$ cat src/rtl/key_set_ctrl.sv
// Time-set key controller: three debounced push-key channels emitting single-cycle
// increment pulses. Define KEY_SET_AUTO_REPEAT_EN to add hold-to-repeat pulses.

// One key channel: synchronizer, debounce FSM and optional repeat timer.
//   state       | meaning
//   IDLE        | key released and debounced
//   PRESS_DEB   | key seen pressed, waiting for a stable press
//   HELD        | press accepted, key still down
//   RELEASE_DEB | key seen released, waiting for a stable release
module key_set_chan #(
  parameter int CNT_W      = 25,
  parameter int DEB_CYCLES = 1000000
`ifdef KEY_SET_AUTO_REPEAT_EN
  ,
  parameter int RPT_DELAY_CYCLES  = 25000000,
  parameter int RPT_PERIOD_CYCLES = 10000000
`endif
) (
  input  logic clk,
  input  logic rst,
  input  logic key_n,
  output logic pulse,
  output logic busy
);

  typedef enum logic [1:0] {IDLE, PRESS_DEB, HELD, RELEASE_DEB} state_t;

  localparam logic [CNT_W-1:0] DEB_LOAD = CNT_W'(DEB_CYCLES - 1);
  localparam logic [CNT_W-1:0] CNT_ONE  = CNT_W'(1);

  state_t             state_q, state_d;
  logic [1:0]         sync_q, sync_d;
  logic [CNT_W-1:0]   deb_cnt_q, deb_cnt_d;
  logic               key;
  logic               accept;

  // Inverted at the input so the reset value of the synchronizer means released.
  assign sync_d = {sync_q[0], ~key_n};
  assign key    = sync_q[1];

  always_comb begin
    state_d   = state_q;
    deb_cnt_d = deb_cnt_q;
    accept    = 1'b0;
    case (state_q)
      IDLE: begin
        if (key) begin
          state_d   = PRESS_DEB;
          deb_cnt_d = DEB_LOAD;
        end
      end
      PRESS_DEB: begin
        if (!key) begin
          state_d = IDLE;
        end else if (deb_cnt_q == '0) begin
          state_d = HELD;
          accept  = 1'b1;
        end else begin
          deb_cnt_d = deb_cnt_q - CNT_ONE;
        end
      end
      HELD: begin
        if (!key) begin
          state_d   = RELEASE_DEB;
          deb_cnt_d = DEB_LOAD;
        end
      end
      RELEASE_DEB: begin
        if (key) begin
          state_d = HELD;
        end else if (deb_cnt_q == '0) begin
          state_d = IDLE;
        end else begin
          deb_cnt_d = deb_cnt_q - CNT_ONE;
        end
      end
      default: state_d = IDLE;
    endcase
  end

  always_ff @(posedge clk or posedge rst) begin
    if (rst) begin
      state_q   <= IDLE;
      sync_q    <= 2'b00;
      deb_cnt_q <= '0;
    end else begin
      state_q   <= state_d;
      sync_q    <= sync_d;
      deb_cnt_q <= deb_cnt_d;
    end
  end

  assign busy = (state_q != IDLE);

`ifdef KEY_SET_AUTO_REPEAT_EN
  localparam logic [CNT_W-1:0] RPT_DELAY_LOAD  = CNT_W'(RPT_DELAY_CYCLES - 1);
  localparam logic [CNT_W-1:0] RPT_PERIOD_LOAD = CNT_W'(RPT_PERIOD_CYCLES - 1);

  logic [CNT_W-1:0] rpt_cnt_q, rpt_cnt_d;
  logic             rpt_fire;

  // Keeps running through RELEASE_DEB so a release bounce does not restart it.
  always_comb begin
    rpt_cnt_d = rpt_cnt_q;
    rpt_fire  = 1'b0;
    if (accept) begin
      rpt_cnt_d = RPT_DELAY_LOAD;
    end else if (state_q == HELD || state_q == RELEASE_DEB) begin
      if (rpt_cnt_q == '0) begin
        rpt_fire  = 1'b1;
        rpt_cnt_d = RPT_PERIOD_LOAD;
      end else begin
        rpt_cnt_d = rpt_cnt_q - CNT_ONE;
      end
    end
  end

  always_ff @(posedge clk or posedge rst) begin
    if (rst) begin
      rpt_cnt_q <= '0;
    end else begin
      rpt_cnt_q <= rpt_cnt_d;
    end
  end

  assign pulse = accept | rpt_fire;
`else
  assign pulse = accept;
`endif

endmodule

module key_set_ctrl #(
  parameter int DEB_CYCLES        = 1000000,
  parameter int RPT_DELAY_CYCLES  = 25000000,
  parameter int RPT_PERIOD_CYCLES = 10000000
) (
  input  logic clk,
  input  logic rst,
  input  logic cset,
  input  logic h,
  input  logic m,
  input  logic s,
  output logic h_inc,
  output logic m_inc,
  output logic s_inc,
  output logic key_busy
);

  localparam int MAX_A = (DEB_CYCLES > RPT_DELAY_CYCLES) ? DEB_CYCLES : RPT_DELAY_CYCLES;
  localparam int MAX_P = (MAX_A > RPT_PERIOD_CYCLES) ? MAX_A : RPT_PERIOD_CYCLES;
  localparam int CNT_W = $clog2(MAX_P + 1);

  logic [2:0] key_n;
  logic [2:0] pulse;
  logic [2:0] busy;

  assign key_n = {h, m, s};

  for (genvar i = 0; i < 3; i++) begin : g_chan
    key_set_chan #(
      .CNT_W            (CNT_W),
      .DEB_CYCLES       (DEB_CYCLES)
`ifdef KEY_SET_AUTO_REPEAT_EN
      ,
      .RPT_DELAY_CYCLES (RPT_DELAY_CYCLES),
      .RPT_PERIOD_CYCLES(RPT_PERIOD_CYCLES)
`endif
    ) u_chan (
      .clk  (clk),
      .rst  (rst),
      .key_n(key_n[i]),
      .pulse(pulse[i]),
      .busy (busy[i])
    );
  end

  // cset only gates the outputs; the channels keep tracking the keys regardless.
  assign h_inc    = pulse[2] & cset;
  assign m_inc    = pulse[1] & cset;
  assign s_inc    = pulse[0] & cset;
  assign key_busy = |busy;

endmodule

$ cat config.mk
export PLATFORM = sky130hd
export DESIGN_NAME = key_set_ctrl
export DESIGN_NICKNAME = d
export VERILOG_FILES = /design/src/rtl/key_set_ctrl.sv
export SDC_FILE = /design/constraint.sdc
export NUM_CORES = 1
export LEC_CHECK = 0
export ABC_AREA = 1
export CAP_MARGIN = 15
export CORE_MARGIN = 10
export CORE_UTILIZATION = 55
export DETAILED_ROUTE_END_ITERATION = 10
export PLACE_DENSITY_LB_ADDON = 0.15
export SKIP_CTS_REPAIR_TIMING = 1
export SYNTH_ARGS = -nofsm -noshare
export SYNTH_HDL_FRONTEND = slang
export SYNTH_SLANG_ARGS = --single-unit
$ cat constraint.sdc
create_clock -name clk -period 9 [get_ports clk]
set_clock_uncertainty 0.05 [all_clocks]
set_input_delay 2.25 -clock clk [delete_from_list [all_inputs] [get_ports clk]]
set_output_delay 2.25 -clock clk [all_outputs]
set_load 0.02 [all_outputs]
==> metrics.md, run 1 <==
| Metric | Value |
|---|---|
| Reg-to-Reg End | g_chan[1].u_chan.deb_cnt_q[15] |
| Fin crit share | 67.51% |
| Power per cell area | 157.9 mW/mm² |
| Critical Path Max Stage Delay | 0.67 ns |
| Post-Syn Area per Cell | 6.659 µm² |
| RD Place Congestion | 0.8653 |
| Slowest stage cell, crit path | clkdlybuf4s50_1 |
| Top FF cell, synth | dfrtp_1 |
| Vias | 5,166 |
| Initial Utilization | 56.98% |
| Critical Path Start | cset |
| Detailed-route DRC error count | 0 |
| Top cell by count, worst path | clkdlybuf4s50_1 |
| Root buffer cell | clkbuf_8 |
| Clk slew on worst S/H paths | 0.09 ns |
| Die W | 121.1 µm |
| Slew headroom | 40.62% |
| Maxcap violations | 0 |
| Static leakage | 2.931 nW |
| Syn Inst Count | 844 |
| DR pass1 iterations | 5 |
| Crit-path max FO | 3 |
| Clock tree buffer depth | 2 |
| Hold Crit Class | reg -> reg |
| Total number of yosys warnings | 0 |
| Fill cell count | 909 |
| Register-to-register setup slack | 6.73 ns |
| CP Launch Type | input port |
| Antenna-violating nets left | 0 |
| RSZ-0062 raised after global routing | false |
| CP Capture Type | output port |
| Ports | 10 |
| Critical path, cell by cell | clkdlybuf4s50_1 > inv_1 > nor4_1 > clkdlybuf4s50_1 |
| Drt wl/cell | 12.46 µm |
| Post-synth EDFFs | 0 |
| First-pass GRT wire length | 22.13 mm |
| Mapped Area | 0.005620 mm² |
| Setup TNS Final | 0 ns |
| Mapped Nets | 856 |
| Initial DRC count | 295 |
| Final setup vio count | 0 |
| Final layout net count | 858 |
| Hold WS | 0.3095 ns |
| Post-DP HPWL | 8.617 mm |
| Asr flop ratio synth | 100.0% |
| Clk sink count | 87 |
| Worst setup endpoint | m_inc |
| Ratio of cells with drive above 1 in the final layout | 5.875% |
| Die area | 0.01466 mm² |
| Critical Path AT | 3.78 ns |
| Period minus WS final | 6.076 ns |
| Status | completed |
| R2r worst-path depth | 7 |
| Post-Route WL | 12.26 mm |
| DR vias/cell | 5.250 |
| Fmax | 0.1646 GHz |
| Vias in the first global route | 4,988 |
| I/O Buffers | 9 |
| H-tree lvl count | 3 |
| Critical path type | in -> out |
| WP data required | 6.70 ns |
| Sequential area share after synthesis | 38.74% |
| Largest net degree at the start of global routing | 88 |
| Number of antenna diodes | 0 |
| R2R Path Start | g_chan[1].u_chan.state_q[0] |
| Clk_lat worst skew | 0.37 ns |
| Final Max Slew Viols | 0 |
| Syn-to-layout area delta | 7.502% |
| Post-synthesis register bit count | 87 |
| # rows | 36 |
| CORE AREA | 0.009864 mm² |
| CTS tree | done |
| TritonCTS Buffers | 9 |
| Initial antenna violation count | 0 |
| Worst-Margin Slew | 0.8874 ns |
| Peak supply drop | 0.00009192 V |
| GRT Util Overall | 18.01% |
| Yosys cell types | 30 |
| Overflow left after global routing | 0 |
| Final hold violations | 0 |
| Chip Height | 121.1 µm |
[cell type report]
type | count | area [µm²] | area share, %
Clock buffer | 11 | 141.4 | 2.340
Tap cell | 133 | 166.4 | 2.754
Clock inverter | 5 | 128.9 | 2.133
Multi-Input combinational cell | 637 | 2915 | 48.25
Inverter | 99 | 380.4 | 6.295
Sequential cell | 87 | 2177 | 36.03
Timing Repair Buffer | 12 | 132.6 | 2.195
[critical path, delay by kind of cell]
family | cells | cell delay, ns
and+or+nand+nor | 1 | 0.27
buffers and inverters | 3 | 1.25
[cell usage in the layout (no fill, tap or decap), types with 4 or more instances in the layout]
cell type / n
nand2_1: 273
nor2_1: 122
nand3_1: 96
inv_1: 92
dfrtp_1: 87
o21ai_0: 39
o21ai_1: 30
nand4_1: 20
xor2_1: 11
nor2_2: 10
clkbuf_8: 10
clkdlybuf4s50_1: 9
nor2_4: 7
ha_1: 6
xnor2_1: 5
nand2_2: 4
bufinv_16: 4
[how the worst min path moves through the flow]
stage / startpoint / end / slack (ns) / cells after the start
floorplan: g_chan[0].u_chan.sync_q[0] / g_chan[0].u_chan.sync_q[1] / 0.28 / 0
global placement: g_chan[2].u_chan.sync_q[0] / g_chan[2].u_chan.sync_q[1] / 0.28 / 0
detailed placement: g_chan[0].u_chan.sync_q[0] / g_chan[0].u_chan.sync_q[1] / 0.29 / 0
CTS: g_chan[1].u_chan.sync_q[0] / g_chan[1].u_chan.sync_q[1] / 0.31 / 0
global route: g_chan[0].u_chan.sync_q[0] / g_chan[0].u_chan.sync_q[1] / 0.32 / 0
finish: g_chan[1].u_chan.sync_q[0] / g_chan[1].u_chan.sync_q[1] / 0.31 / 0
[sequential cells by signal, summed over array words and instances, names as in the netlist, named ones only]
signal                   cells
g_chan.u_chan.sync_q         6
g_chan.u_chan.state_q        3
g_chan.u_chan.deb_cnt_q     75
[layer usage]
layer	global-route usage (%)	share of wire, %	wire (µm)	up-vias
li1	-	-	-	2673
met1	22.31	47	5789	2391
met2	30.31	47	5793	83
met3	2.699	3.4	417	19
met4	8.069	2.1	260	0
met5	0	0	0	-
[synth_stat cells (2+ instances only)]
cell type  instances  area (µm²)
xnor2_1            5       43.79
nor4_1             2       12.51
nor2_4             7       78.83
o21ai_0           39       195.2
dfrtp_1           87        2177
nand3_1           96       480.5
buf_6              8       90.09
nor2_2            10       62.56
or2_2              3       18.77
clkbuf_1           5       18.77
buf_2              7       35.03
nor2_1           122       457.9
o21ai_1           30       150.1
xor2_1            11       96.34
nand2_1          273        1025
inv_1             93       349.1
a21oi_1            2       10.01
nand3b_1           3       22.52
inv_2              3       11.26
ha_1               6       75.07
nand4_1           20       125.1
nand2_2            4       25.02
[metrics by stage]
step,util (%),area [µm²],instances,worst slack [ns],power [mW]
2_1_floorplan,-,5620,844,3.749,0.5615
3_3_place_gp,58.23,5744,967,2.982,0.5883
3_5_place_dp,58.23,5744,967,2.930,0.5934
4_1_cts,60.97,6015,983,2.924,0.9605
5_1_grt,61.25,6042,984,2.843,1.006
6_report,61.25,6042,984,2.924,0.9538
[logic make-up (layout without fill, tap and decap cells)]
| family | Yosys count | in the layout | share of synthesized area [%] |
|---|---|---|---|
| AOI/OAI and AO/OA | 72 | 72 | 6.456 |
| xor gates and xnor gates | 16 | 16 | 2.493 |
| adders and majority gates | 6 | 6 | 1.336 |
| buffers and inverters | 120 | 127 | 9.394 |
| DFF | 87 | 87 | 38.74 |
| and+or+nand+nor | 543 | 543 | 41.59 |
[where the power goes]
part / switching [mW] / total, mW / internal, mW / leakage [nW]
sequential: 0.0286 / 0.442 / 0.413 / 1.10
combinational: 0.0985 / 0.146 / 0.0475 / 1.70
clock: 0.145 / 0.366 / 0.221 / 0.134
No activity file was read; power rests on OpenSTA's default activity.
==> run 2, diff against run 1 <==
- clock period: 9 -> 5.35 ns (I/O delays scaled with it)
==> run 2 against run 1 <==
  * Utilization decreased by 0.94 points
  * Power increased by 55%
  * Clock-buffer cell count unchanged
  * Sequential share of layout area increased by 0.56 points
  * Largest power group unchanged
  * Highest routed layer unchanged
==> metrics.md, run 2 (same netlist as run 1, synthesis figures left out) <==
| Metric | Value |
|---|---|
| Number of antenna diodes | 0 |
| Post-DP HPWL | 8.797 mm |
| CORE AREA | 0.009864 mm² |
| WP data required | 3.96 ns |
| Hold EP | g_chan[2].u_chan.sync_q[1] |
| Root buffer cell | clkbuf_8 |
| Multi-input gate area | 0.002915 mm² |
| Hold Crit Class | reg -> reg |
| GRT Util Overall | 17.95% |
| CP Launch Type | input port |
| I/O Buffers | 9 |
| Slew headroom | 39.82% |
| Reg-to-Reg End | g_chan[2].u_chan.deb_cnt_q[22] |
| Hold Path Origin | g_chan[2].u_chan.sync_q[0] |
| Place WS | 1.124 ns |
| Crit-path max FO | 3 |
| H-tree lvl count | 3 |
| DR vias/cell | 5.240 |
| Final worst slack | 1.129 ns |
| Critical Path AT | 2.83 ns |
| DR pass1 iterations | 5 |
| R2r worst-path depth | 8 |
| Fmax | 0.2369 GHz |
| Largest net degree at the start of global routing | 45 |
| Clock tree buffer depth | 2 |
| Hold depth | 0 |
| Register-to-register setup slack | 3.06 ns |
| First-pass GRT wire length | 21.83 mm |
| Peak supply drop | 0.0002192 V |
| Vias | 5,151 |
| Area after DPL | 0.005744 mm² |
| R2R Path Start | g_chan[2].u_chan.state_q[0] |
| Period minus WS final | 4.221 ns |
| Vias in the first global route | 4,756 |
| Fin crit share | 78.91% |
| Detailed-route DRC error count | 0 |
| Power, Total | 1.478 mW |
| Antenna-violating nets left | 0 |
| Worst-Margin Slew | 0.8994 ns |
| Biggest register | g_chan.u_chan.deb_cnt_q |
| Syn-to-layout area delta | 5.855% |
| Hold WS | 0.3055 ns |
| Initial DRC count | 410 |
| Clk_lat worst skew | 0.39 ns |
| Initial Utilization | 56.98% |
| CP Capture Type | output port |
| Final layout net count | 857 |
| Overflow left after global routing | 0 |
| Top Registers | g_chan.u_chan.deb_cnt_q (75), g_chan.u_chan.sync_q (6), g_chan.u_chan.state_q (3) |
| Initial antenna violation count | 0 |
| Drt wl/cell | 12.69 µm |
| Status | completed |
| Static leakage | 2.885 nW |
| Largest register FFs | 75 |
| Die W | 121.1 µm |
| # rows | 36 |
| Clk slew on worst S/H paths | 0.08 ns |
| Most frequent cells in the layout | nand2_1, nor2_1, nand3_1 |
| Ratio of cells with drive above 1 in the final layout | 5.765% |
| Critical path type | in -> out |
| RSZ-0062 raised after global routing | false |
| Most common cell after layout, fill and taps aside | nand2_1 |
| Die area | 0.01466 mm² |
| Fill cell count | 929 |
| Final hold violations | 0 |
| Chip Height | 121.1 µm |
| Register area | 0.002177 mm² |
| Ports | 10 |
| Power per cell area | 248.4 mW/mm² |
| RD Place Congestion | 0.8874 |
| CTS tree | done |
| Final setup vio count | 0 |
| Post-Route WL | 12.48 mm |
| Maxcap violations | 0 |
| Post-route cell area | 0.005949 mm² |
| TritonCTS Buffers | 9 |
| Clk sink count | 87 |
| Final Max Slew Viols | 0 |
| Setup TNS Final | 0 ns |
[run 2: cell count changes in the layout (fill, tap and decap cells not counted)]
cell / delta
inv_6: +2
clkinvlp_4: +1
bufinv_16: -3
buf_16: -1
[run 2: how the worst max path moves through the flow]
stage / start / endpoint / depth (start not counted)
after floorplan: rst / asynchronous set/reset pin / 1
after global placement: cset / m_inc / 4
after detailed placement: cset / m_inc / 4
after CTS: cset / m_inc / 4
after global routing: cset / m_inc / 4
final: cset / m_inc / 4
[run 2: cell type report]
type	instances	share of cell area [%]
clock buffers	11	2.376
clock inverters	5	1.073
inverters	99	6.393
multi-input cells	637	49.00
flip-flops and latches	87	36.59
well taps	133	2.797
repair buffers	11	1.767
[run 2: per-stage QoR]
stage / util, % / cells
2_1_floorplan: - / 844
4_1_cts: 60.31 / 983
6_report: 60.31 / 983
3_5_place_dp: 58.23 / 967
3_3_place_gp: 58.23 / 967
5_1_grt: 60.31 / 983
[run 2: report_power, final]
| part | switching, mW | internal [mW] | total (mW) |
|---|---|---|---|
| clock | 0.257 | 0.233 | 0.489 |
| sequential | 0.0480 | 0.696 | 0.744 |
| combinational | 0.167 | 0.0781 | 0.245 |
| total | 0.471 | 1.01 | 1.48 |
[run 2: critical path, stage by stage]
cell and delay, ns:
clkdlybuf4s50_1 0.52, inv_1 0.05, nor4_1 0.25, clkdlybuf4s50_1 0.67
[run 2: routing by layer]
metal / global-route usage [%] / part of all wire, % / up-vias / wire [µm]
met5: 0 / 0 / - / 0
met4: 5.204 / 1.1 / 0 / 140
met3: 4.653 / 4.1 / 13 / 507
met2: 28.33 / 45 / 82 / 5643
met1: 23.70 / 50 / 2395 / 6188
li1: - / - / 2661 / -
==> run 3, diff against run 2 <==
- clock period: 5.35 -> 3.9 ns (I/O delays scaled with it)
==> run 3 against run 2 <==
  * Clock-buffer cell count decreased by 1
  * Sequential share of layout area is 0.15 points lower
  * Cell count increased by 0.31%
  * Combinational power grew 40%
  * Non-clock buffer count increased by 3
  * Setup slack got worse by 0.70 ns
  * Worst hold slack about the same
  * Power grew 38%
  * Register-to-register slack worse by 1.4 ns
  * Largest cell class unchanged
  * Highest routed layer unchanged
==> metrics.md, run 3 (same netlist as run 1, synthesis figures left out) <==
| Metric | Value |
|---|---|
| Fill cell count | 935 |
| Crit-path max FO | 9 |
| Biggest register | g_chan.u_chan.deb_cnt_q |
| Syn-to-layout area delta | 6.278% |
| Fin crit share | 89.10% |
| Placed insts | 970 |
| Drt wl/cell | 12.80 µm |
| Top Registers | g_chan.u_chan.deb_cnt_q (75), g_chan.u_chan.sync_q (6), g_chan.u_chan.state_q (3) |
| Antenna-violating nets left | 0 |
| Slowest stage cell, crit path | clkdlybuf4s50_1 |
| DR pass1 iterations | 5 |
| Die W | 121.1 µm |
| Most common cell after layout, fill and taps aside | nand2_1 |
| Post-Route WL | 12.62 mm |
| H-tree lvl count | 3 |
| Setup TNS Final | 0 ns |
| Final hold violations | 0 |
| Detailed-route DRC error count | 0 |
| Initial antenna violation count | 0 |
| Power, Total | 2.035 mW |
| CORE AREA | 0.009864 mm² |
| TritonCTS Buffers | 9 |
| DR vias/cell | 5.268 |
| Chip Height | 121.1 µm |
| Ratio of cells with drive above 1 in the final layout | 6.213% |
| Worst-Margin Slew | 0.8734 ns |
| Non-filler cells, final | 986 |
| Clk_lat worst skew | 0.38 ns |
| Cell family with most CP delay | buffers and inverters |
| Final Max Slew Viols | 0 |
| Static leakage | 2.907 nW |
| Slew headroom | 41.56% |
| Root buffer cell | clkbuf_8 |
| Power per cell area | 340.8 mW/mm² |
| Peak supply drop | 0.0002029 V |
| Hold Crit Class | reg -> reg |
| Die area | 0.01466 mm² |
| Largest net degree at the start of global routing | 47 |
| Status | completed |
| RD Place Congestion | 0.8927 |
| WP data required | 2.87 ns |
| Overflow left after global routing | 0 |
| Ports | 10 |
| Number of antenna diodes | 0 |
| Vias | 5,194 |
| GRT Util Overall | 18.02% |
| Fmax | 0.2878 GHz |
| Clk slew on worst S/H paths | 0.10 ns |
| Buf+Inv Stages, Crit Path | 3 |
| Critical Path Max Stage Delay | 0.66 ns |
| Maxcap violations | 0 |
| CP Capture Type | output port |
| Period minus WS final | 3.475 ns |
| Critical path type | reg -> out |
| Clk sink count | 87 |
| RSZ-0062 raised after global routing | false |
| Clock tree buffer depth | 2 |
| # rows | 36 |
| Initial Utilization | 56.98% |
| CTS tree | done |
| Largest register FFs | 75 |
| Final setup vio count | 0 |
| Hold WS | 0.3055 ns |
| Critical path, cell by cell | clkinv_1 > ha_1 > nand3_1 > nor2_1 > nand2_1 > nor2_4 > inv_1 > nor4_1 > clkdlybuf4s50_1 |
| Post-DP HPWL | 8.891 mm |
| Initial DRC count | 287 |
| Critical Path AT | 2.45 ns |
| First-pass GRT wire length | 21.80 mm |
| Most frequent cells in the layout | nand2_1, nor2_1, nand3_1 |
| Final layout net count | 860 |
| Vias in the first global route | 4,706 |
| CP Launch Type | flop |
| I/O Buffers | 9 |
==> run 3: layout make-up <==
class / count / area [µm²] / area share [%]
Tap cell: 133 / 166.4 / 2.786
Clock inverter: 6 / 68.82 / 1.152
Inverter: 99 / 380.4 / 6.368
Multi-Input combinational cell: 637 / 2915 / 48.81
Timing Repair Buffer: 14 / 127.6 / 2.137
Clock buffer: 10 / 137.6 / 2.304
Sequential cell: 87 / 2177 / 36.45
==> run 3: final timing paths <==
kind	startpoint	end	slack, ns	cells after the start
min in group asynchronous	rst	g_chan[1].u_chan.deb_cnt_q[5]	1.00	3
max in group asynchronous	rst	g_chan[2].u_chan.deb_cnt_q[20]	2.35	3
max reg2reg	g_chan[1].u_chan.deb_cnt_q[0]	g_chan[1].u_chan.deb_cnt_q[23]	1.65	10
max	g_chan[1].u_chan.deb_cnt_q[0]	m_inc	0.43	9
min reg2reg	g_chan[1].u_chan.sync_q[0]	g_chan[1].u_chan.sync_q[1]	0.31	0
min	g_chan[1].u_chan.sync_q[0]	g_chan[1].u_chan.sync_q[1]	0.31	0
==> run 3: where the power goes <==
group          switching (mW)  internal (mW)  total (mW)
combinational           0.235          0.109       0.344
clock                   0.361          0.318       0.679
sequential             0.0584          0.954        1.01
==> run 3: layer usage <==
layer	GRT usage [%]	vias up	wire length, µm
li1	-	2675	-
met1	23.10	2416	5877
met2	29.22	90	5938
met3	4.653	13	631
met4	5.354	0	173
met5	0	-	0
==> run 3: per-stage QoR <==
step	util [%]	worst slack [ns]	area [µm²]
3_3_place_gp	58.46	0.4225	5767
5_1_grt	60.55	0.2646	5973
4_1_cts	60.55	0.3978	5973
6_report	60.55	0.4251	5973
3_5_place_dp	58.46	0.4268	5767
2_1_floorplan	-	0.6248	5620
